<file path="src/rtl/mem_arbiter.sv">
// Shares one memory port between fetch (I) and load/store (D); D wins ties except after MAX_D_STREAK back-to-back D grants with I waiting.
// Grant -> mem_req_o next cycle, done pulse on the cycle after mem_ready_i, then one DONE cycle before re-arbitration (3 cycles minimum).
module mem_arbiter #(
  parameter int ADDR_WIDTH   = 32,
  parameter int DATA_WIDTH   = 32,
  parameter int MAX_D_STREAK = 4
) (
  input  logic                  clk_i,
  input  logic                  rst_i,
  input  logic                  i_req_i,
  input  logic [ADDR_WIDTH-1:0] i_addr_i,
  output logic [DATA_WIDTH-1:0] i_rdata_o,
  output logic                  i_done_o,
  input  logic                  d_req_i,
  input  logic                  d_we_i,
  input  logic [ADDR_WIDTH-1:0] d_addr_i,
  input  logic [DATA_WIDTH-1:0] d_wdata_i,
  input  logic [2:0]            d_funct3_i,
  output logic [DATA_WIDTH-1:0] d_rdata_o,
  output logic                  d_done_o,
  output logic                  stall_f_o,
  output logic                  stall_m_o,
  output logic                  mem_req_o,
  output logic                  mem_we_o,
  output logic [ADDR_WIDTH-1:0] mem_addr_o,
  output logic [DATA_WIDTH-1:0] mem_wdata_o,
  output logic [2:0]            mem_funct3_o,
  input  logic                  mem_ready_i,
  input  logic [DATA_WIDTH-1:0] mem_rdata_i
);

  localparam int StreakW = $clog2(MAX_D_STREAK + 1);
  localparam logic [StreakW-1:0] MaxStreak = StreakW'(MAX_D_STREAK);

  typedef enum logic [1:0] {IDLE, BUSY_I, BUSY_D, DONE} state_t;

  state_t             state;
  logic [StreakW-1:0] streak;
  logic               grantD;

  // D wins unless I has been passed over MAX_D_STREAK times in a row.
  assign grantD = d_req_i && (!i_req_i || (streak < MaxStreak));

  assign stall_f_o = i_req_i & ~i_done_o;
  assign stall_m_o = d_req_i & ~d_done_o;

  always_ff @(posedge clk_i) begin
    if (rst_i) begin
      state        <= IDLE;
      streak       <= '0;
      mem_req_o    <= 1'b0;
      mem_we_o     <= 1'b0;
      mem_addr_o   <= '0;
      mem_wdata_o  <= '0;
      mem_funct3_o <= 3'b000;
      i_done_o     <= 1'b0;
      d_done_o     <= 1'b0;
      i_rdata_o    <= '0;
      d_rdata_o    <= '0;
    end else begin
      i_done_o <= 1'b0;
      d_done_o <= 1'b0;
      case (state)
        IDLE: begin
          if (grantD) begin
            state        <= BUSY_D;
            streak       <= i_req_i ? streak + StreakW'(1) : '0;
            mem_req_o    <= 1'b1;
            mem_we_o     <= d_we_i;
            mem_addr_o   <= d_addr_i;
            mem_wdata_o  <= d_wdata_i;
            mem_funct3_o <= d_funct3_i;
          end else if (i_req_i) begin
            state        <= BUSY_I;
            streak       <= '0;
            mem_req_o    <= 1'b1;
            mem_we_o     <= 1'b0;
            mem_addr_o   <= i_addr_i;
            mem_wdata_o  <= '0;
            mem_funct3_o <= 3'b010;
          end
        end
        BUSY_I: begin
          if (mem_ready_i) begin
            state     <= DONE;
            mem_req_o <= 1'b0;
            mem_we_o  <= 1'b0;
            i_done_o  <= 1'b1;
            i_rdata_o <= mem_rdata_i;
          end
        end
        BUSY_D: begin
          if (mem_ready_i) begin
            state     <= DONE;
            mem_req_o <= 1'b0;
            mem_we_o  <= 1'b0;
            d_done_o  <= 1'b1;
            // mem_we_o still reflects the granted access on this edge.
            if (!mem_we_o) d_rdata_o <= mem_rdata_i;
          end
        end
        DONE:    state <= IDLE;
        default: state <= IDLE;
      endcase
    end
  end

endmodule

</file>
<file path="config.mk">
export PLATFORM = sky130hd
export DESIGN_NAME = mem_arbiter
export DESIGN_NICKNAME = d
export VERILOG_FILES = /design/src/rtl/mem_arbiter.sv
export SDC_FILE = /design/constraint.sdc
export NUM_CORES = 1
export LEC_CHECK = 0
export ABC_AREA = 0
export BUFFER_PORTS_ARGS = -buffer_cell sky130_fd_sc_hd__buf_2
export CAP_MARGIN = 20
export CELL_PAD_IN_SITES_DETAIL_PLACEMENT = 1
export CELL_PAD_IN_SITES_GLOBAL_PLACEMENT = 1
export CORE_MARGIN = 10
export CORE_UTILIZATION = 32
export DETAILED_ROUTE_END_ITERATION = 10
export GPL_ROUTABILITY_DRIVEN = 0
export GPL_TIMING_DRIVEN = 0
export PLACE_DENSITY = 0.89
export SLEW_MARGIN = 25
export SYNTH_ARGS = -nofsm -noshare
export SYNTH_HDL_FRONTEND = slang
export SYNTH_SLANG_ARGS = --single-unit
</file>
<file path="constraint.sdc">
create_clock -name clk_i -period 2.1 [get_ports clk_i]
set_input_delay 0.21 -clock clk_i [delete_from_list [all_inputs] [get_ports clk_i]]
set_output_delay 0.21 -clock clk_i [all_outputs]
set_load 0.1 [all_outputs]
</file>
==> results.toml, run 1 <==
[run_status]
outcome = "completed"

[power]
p_int_mw = 6.198
power_leakage_nw = 3.507
combPwrFrac_pct = 48.7
pwr-share-seq_pct = 26.8
ir_worst_vdd_mv = 0.7028
p_per_area_mw_per_mm2 = 1641
p_sw_mw = 6.418
p_sw_share_pct = 50.87
p_clk_share_pct = 24.5

[critical_path]
worstReg2RegEnd = "mem_addr_o[26]"
criticalPathCategory = "reg -> reg"
path_depth = 6
critical_path_buf_inv_count = 2
worst_path_largest_cell_delay_ps = 430
cp-endpoint = "mem_addr_o[26]"
critPathCaptureType = "flip-flop"
crit_slowest_cell = "clkbuf_1"
r2r_start = "state[1]"
crit_path_start = "state[1]"
arrival_ps = 2200
start_kind = "flip-flop"
path_delay_family = "buffers and inverters"
required_ps = 2430
worstPathCellList = "inv_1 -> ha_1 -> o21a_1 -> clkbuf_1 -> nor2_1 -> a211oi_2"
crit_path_max_fanout = 10
ff2ff_setup_slack_ps = 230
worstRegToRegCells = 6

[sta]
hold_ws_ps = 40.62
timing.fmax_ghz = 0.5351
setup_viol = 0
period_needed_ps = 1869
rsz0062_at_grt = "false"
fin_setup_tns_ps = 0
skew_ps = 9.264
hold_viol_final = 0
tightest_slew_ps = 715.6
max_slew_margin_pct = 52.30
drv_slew = 0
min_period_over_period_pct = 88.98

[die]
die_area_mm2 = 0.02261
die-height_um = 150.4
chipWidth_um = 150.4
start_util_pct = 32.67
pin_count = 274
core_mm2 = 0.01664
num_rows = 47

[clock_tree]
clkTransAtPathRegs_ps = 60
ctsResizeCount = 0
clk_latency_ps = 410
h-tree-depth = 4
cts-root-buf = "clkbuf_16"
numCtsBuffers = 17
cts_tree = "done"
ctsHoldBuffers = 0
cts_setup_buffers = 0
cts_sinks = 140
ctsLongestPathBuffers = 2

[route]
ant_nets = 0
drt_wl_total_um = 21950
drt_pass1_iterations = 4
via_per_inst = 4.927
drt-initial-drc-count = 142
vias = 5696
drcViolationCount = 0
wl_per_cell_um = 18.99

[global_route]
grt-ovfl-total = 0
grt_pass1_vias = 6045
grt_usage_pct = 18.69
grt_pass1_wl_um = 33020
grt_max_degree = 17
antenna_found_initial = 2

[cells_and_area]
final_cell_mix = "290 x buf_2, 163 x nand2_1, 140 x dfxtp_1"
drive_gt1_share_pct = 38.61
syn2layout_area_growth_pct = 41.35
multiInputGateArea_mm2 = 0.002376
nFillCells = 2097
finalNetCount = 1065
fin_util_pct = 46.18
layout_commonest_cell = "buf_2"
regArea_mm2 = 0.002803

[synthesis]
synth_edf_count = 0
synth_top_cell_by_area = "dfxtp_1"
synth-async-reset-ratio_pct = 0
synth_flop_cell = "dfxtp_1"
synthDominantCellAreaShare_pct = 51.54
syn_nets = 775
syn_inst = 632
syn_area_mm2 = 0.005438
ys_types = 32
ys_seq_area_share_pct = 51.54
synth_area_leaders = "dfxtp_1 52%, nand2_1 11%, a21oi_1 8.9%"
ys_ff_latch = 140
synth_warnings = 0
syn_area_per_cell_um2 = 8.604

[min_path]
min-delay-start = "mem_rdata_i[20]"
hp-class = "in -> reg"

[place]
port_buffers = 271
hpwlAfterDp_um = 17240

[run]
drv_cap = 0
-- final cells by class --
type                    instances  area share, %
well taps                     220          3.581
repair buffers                271          17.65
flip-flops and latches        140          36.46
inverters                       3         0.1465
clock inverters                13          2.165
plain buffers                  54          3.288
diodes                          1        0.03256
clock buffers                  19          5.763
multi-input cells             435          30.91
-- metrics by stage --
| stage | total power [mW] | area [µm²] | setup slack [ps] | std cells |
|---|---|---|---|---|
| 2_1_floorplan | 8.378 | 5443 | 298.4 | 632 |
| 3_3_place_gp | 9.495 | 7074 | 299.2 | 1123 |
| 3_5_place_dp | 9.624 | 7074 | 208.0 | 1123 |
| 4_1_cts | 12.74 | 7684 | 167.8 | 1155 |
| 5_1_grt | 13.22 | 7686 | 44.08 | 1156 |
| 6_report | 12.62 | 7686 | 231.3 | 1156 |
-- worst reg2reg max path, stage by stage (launching register included) --
cell and delay (ps):
dfxtp_1 330, inv_1 120, ha_1 250, o21a_1 310
clkbuf_1 430, nor2_1 130, a211oi_2 230
-- how the worst min path moves through the flow --
stage / depth (start not counted) / slack, ps / end
2_1_floorplan: 2 / 330 / d_done_o
3_3_place_gp: 2 / 440 / i_rdata_o[16]
3_5_place_dp: 2 / 440 / d_rdata_o[23]
4_1_cts: 3 / 20 / mem_funct3_o[1]
5_1_grt: 3 / 20 / mem_addr_o[0]
6_report: 3 / 40 / i_rdata_o[20]
-- power by group through the flow --
stage | Combinational, mW | Sequential, mW | Clock (mW)
finish | 6.15 | 3.38 | 3.08
global route | 6.49 | 3.44 | 3.29
CTS | 6.20 | 3.38 | 3.16
detailed placement | 6.18 | 3.44 | 0
global placement | 6.08 | 3.42 | 0
floorplan | 1.69 | 6.69 | 0
-- Yosys cell counts (2+ instances only) --
| cell | number |
|---|---|
| a211oi_1 | 4 |
| a211oi_2 | 29 |
| a21oi_1 | 97 |
| a22oi_1 | 2 |
| a32oi_1 | 34 |
| and2_1 | 2 |
| buf_2 | 19 |
| buf_6 | 3 |
| clkbuf_1 | 31 |
| dfxtp_1 | 140 |
| ha_1 | 6 |
| inv_1 | 3 |
| mux2i_1 | 3 |
| nand2_1 | 163 |
| nor2_1 | 75 |
| nor2b_1 | 4 |
| o21a_1 | 2 |
-- sequential cells by signal (all words and copies together), names as in the netlist --
name          cells
d_rdata_o        32
mem_we_o          1
streak            3
i_done_o          1
state             2
mem_addr_o       32
mem_wdata_o      32
mem_req_o         1
mem_funct3_o      3
i_rdata_o        32
d_done_o          1
-- cells by family (layout without fill, tap and decap cells) --
family / Yosys count / after routing / share of synthesized area [%]
compound gates: 174 / 174 / 23.33
fa+ha+maj: 6 / 6 / 1.381
buf+inv: 57 / 360 / 4.855
flops: 140 / 140 / 51.54
mux: 4 / 4 / 0.7593
other cells: 0 / 1 / 0
simple gates: 251 / 251 / 18.13
-- per-layer routing --
| metal | wire length (µm) | vias to the layer above | GRT usage [%] |
|---|---|---|---|
| met5 | 13 | - | 0 |
| met4 | 626 | 2 | 7.726 |
| met3 | 2661 | 37 | 9.544 |
| met2 | 10200 | 235 | 31.24 |
| met1 | 8446 | 2677 | 19.49 |
| li1 | - | 2745 | - |
Power figures use the tool's default switching activity.
==> run 2: changes to the inputs <==
--- a/config.mk
+++ b/config.mk
@@ -5,17 +5,17 @@
 export SDC_FILE = /design/constraint.sdc
 export NUM_CORES = 1
 export LEC_CHECK = 0
-export ABC_AREA = 0
+export ABC_AREA = 1
 export BUFFER_PORTS_ARGS = -buffer_cell sky130_fd_sc_hd__buf_2
 export CAP_MARGIN = 20
 export CELL_PAD_IN_SITES_DETAIL_PLACEMENT = 1
 export CELL_PAD_IN_SITES_GLOBAL_PLACEMENT = 1
 export CORE_MARGIN = 10
-export CORE_UTILIZATION = 32
+export CORE_UTILIZATION = 31
 export DETAILED_ROUTE_END_ITERATION = 10
 export GPL_ROUTABILITY_DRIVEN = 0
 export GPL_TIMING_DRIVEN = 0
-export PLACE_DENSITY = 0.89
+export PLACE_DENSITY = 0.88
 export SLEW_MARGIN = 25
 export SYNTH_ARGS = -nofsm -noshare
 export SYNTH_HDL_FRONTEND = slang
==> results.toml, run 2 <==
[run_status]
outcome = "completed"

[die]
num_rows = 48
core_mm2 = 0.01742
die-height_um = 153.7
pin_count = 274
die_area_mm2 = 0.02364
chipWidth_um = 153.7
start_util_pct = 31.84

[synthesis]
synth_common_cells = "235 x nand2_1, 142 x nor2_1, 140 x dfxtp_1, 67 x o21ai_0, 58 x a21oi_1"
syn_area_mm2 = 0.005545
synth_area_leaders = "dfxtp_1 51%, nand2_1 16%, nor2_1 9.6%"
synth_edf_count = 0
syn_area_per_cell_um2 = 7.443
ys_seq_area_share_pct = 50.54
synth-async-reset-ratio_pct = 0
synth_warnings = 0
ys_types = 23
synthDominantCellAreaShare_pct = 50.54
synth_flop_cell = "dfxtp_1"
syn_nets = 888
synth_most_common_cell = "nand2_1"
ys_ff_latch = 140
syn_inst = 745
synth_top_cell_by_area = "dfxtp_1"

[critical_path]
required_ps = 2450
critPathCaptureType = "flip-flop"
criticalPathCategory = "reg -> reg"
path_delay_family = "simple AND/OR/NAND/NOR gates"
critical_path_buf_inv_count = 2
worstRegToRegCells = 7
worstPathCellList = "inv_1 -> ha_1 -> nand2_1 -> nor2_1 -> clkbuf_1 -> o21ai_0 -> nor2_1"
start_kind = "flip-flop"
worst_path_largest_cell_delay_ps = 390
crit_slowest_cell = "clkbuf_1"
path_depth = 7
crit_path_max_fanout = 10
arrival_ps = 2160
cpMostUsedCell = "nor2_1"

[clock_tree]
cts_tree = "done"
h-tree-depth = 4
cts_sinks = 140
clk_latency_ps = 410
clkTransAtPathRegs_ps = 60
ctsLongestPathBuffers = 2
ctsHoldBuffers = 0
ctsResizeCount = 0
cts-root-buf = "clkbuf_16"
cts_setup_buffers = 0
numCtsBuffers = 17

[sta]
fin_setup_tns_ps = 0
drv_slew = 0
period_needed_ps = 1806
hold_ws_ps = 27.91
setup_viol = 0
timing.fmax_ghz = 0.5536
skew_ps = 8.059
hold_viol_final = 0
rsz0062_at_grt = "false"
min_period_over_period_pct = 86.01
tightest_slew_ps = 650.9
max_slew_margin_pct = 56.61

[route]
drt_pass1_iterations = 4
drcViolationCount = 0
via_per_inst = 4.619
ant_nets = 0
wl_per_cell_um = 16.98
vias = 5885
drt-initial-drc-count = 121
drt_wl_total_um = 21630

[min_path]
hp-class = "in -> reg"
holdPathStages = 3

[global_route]
grt_max_degree = 17
grt_pass1_wl_um = 34440
antenna_found_initial = 3
grt_usage_pct = 17.93
grt_pass1_vias = 6303
grt-ovfl-total = 0

[cells_and_area]
final_cell_mix = "287 x buf_2, 235 x nand2_1, 140 x nor2_1, 140 x dfxtp_1, 67 x o21ai_0"
layout_commonest_cell = "buf_2"
finalNetCount = 1179
syn2layout_area_growth_pct = 41.36
diodes = 0
drive_gt1_share_pct = 34.70

[power]
combPwrFrac_pct = 52.2
ir_worst_vdd_mv = 0.8274
pwr-share-seq_pct = 25.0
p_sw_share_pct = 53.71
p_sw_mw = 7.786
p_int_mw = 6.710
p_clk_share_pct = 22.9
power_leakage_nw = 3.968
p_per_area_mw_per_mm2 = 1849

[place]
port_buffers = 272
hpwlAfterDp_um = 17420

[run]
drv_cap = 0
==> run 2: cell count changes in the layout (fill, tap and decap cells not counted), moves of 4 or more <==
| cell | delta |
|---|---|
| a21oi_2 | +12 |
| inv_1 | +9 |
| nand2_1 | +72 |
| o21ai_0 | +66 |
| a211oi_1 | -4 |
| a32oi_1 | -34 |
| buf_6 | +7 |
| clkbuf_1 | -13 |
| a211oi_2 | -29 |
| nor2_1 | +65 |
| nand2_2 | +11 |
| a21oi_1 | -39 |
==> run 2: power groups by stage <==
stage          clock network (mW)  logic, mW  registers [mW]
2_1_floorplan                   0       1.86            7.97
3_5_place_dp                    0       7.64            3.67
3_3_place_gp                    0       7.56            3.63
6_report                     3.32       7.56            3.62
5_1_grt                      3.54       8.02            3.70
4_1_cts                      3.39       7.66            3.62
==> run 2: final timing paths <==
path	start	to	slack [ps]
setup / recovery	state[0]	d_rdata_o[24]	290
hold / removal	mem_rdata_i[11]	d_rdata_o[11]	30
setup reg to reg	state[0]	d_rdata_o[24]	290
hold reg to reg	mem_wdata_o[1]	mem_wdata_o[1]	460
==> run 2: logic make-up after synthesis <==
kind of cell / Yosys count / synth area share (%)
and+or+nand+nor: 399 / 28.32
DFF: 140 / 50.54
AOI/OAI and AO/OA: 138 / 13.47
adders and majority gates: 6 / 1.354
buffers and inverters: 62 / 6.317
==> run 2: layer usage <==
metal  up-vias  part of all wire (%)  track usage (%)
met3        23                   9.5            8.173
met4         6                   1.1            4.543
li1       2932                     -                -
met5         -                  0.19                0
met2       199                    48            30.96
met1      2725                    41            19.51
==> run 2: cell type report <==
cell class	instances	area (µm²)
fill	2301	9578
sequential	140	2803
multi-input combinational	543	2397
timing repair buffer	272	1361
clock buffer	18	429.2
buffer	47	294.0
tap	225	281.5
clock inverter	14	216.5
inverter	15	56.30
==> run 2: per-stage QoR <==
stage,total power [mW],utilization (%),std cells,setup WS (ps),instance area (µm²)
2_1_floorplan,9.830,-,745,296.3,5550
6_report,14.50,45.01,1274,293.8,7839
3_3_place_gp,11.19,41.30,1242,320.1,7193
5_1_grt,15.25,45.01,1274,29.40,7839
4_1_cts,14.67,45.01,1274,215.6,7839
3_5_place_dp,11.31,41.30,1242,237.3,7193
==> run 2: worst reg2reg max path, stage by stage, from the launching register on <==
cell and delay, ps:
dfxtp_1 330, inv_1 130, ha_1 160, nand2_1 90, nor2_1 340, clkbuf_1 400
o21ai_0 170, nor2_1 130
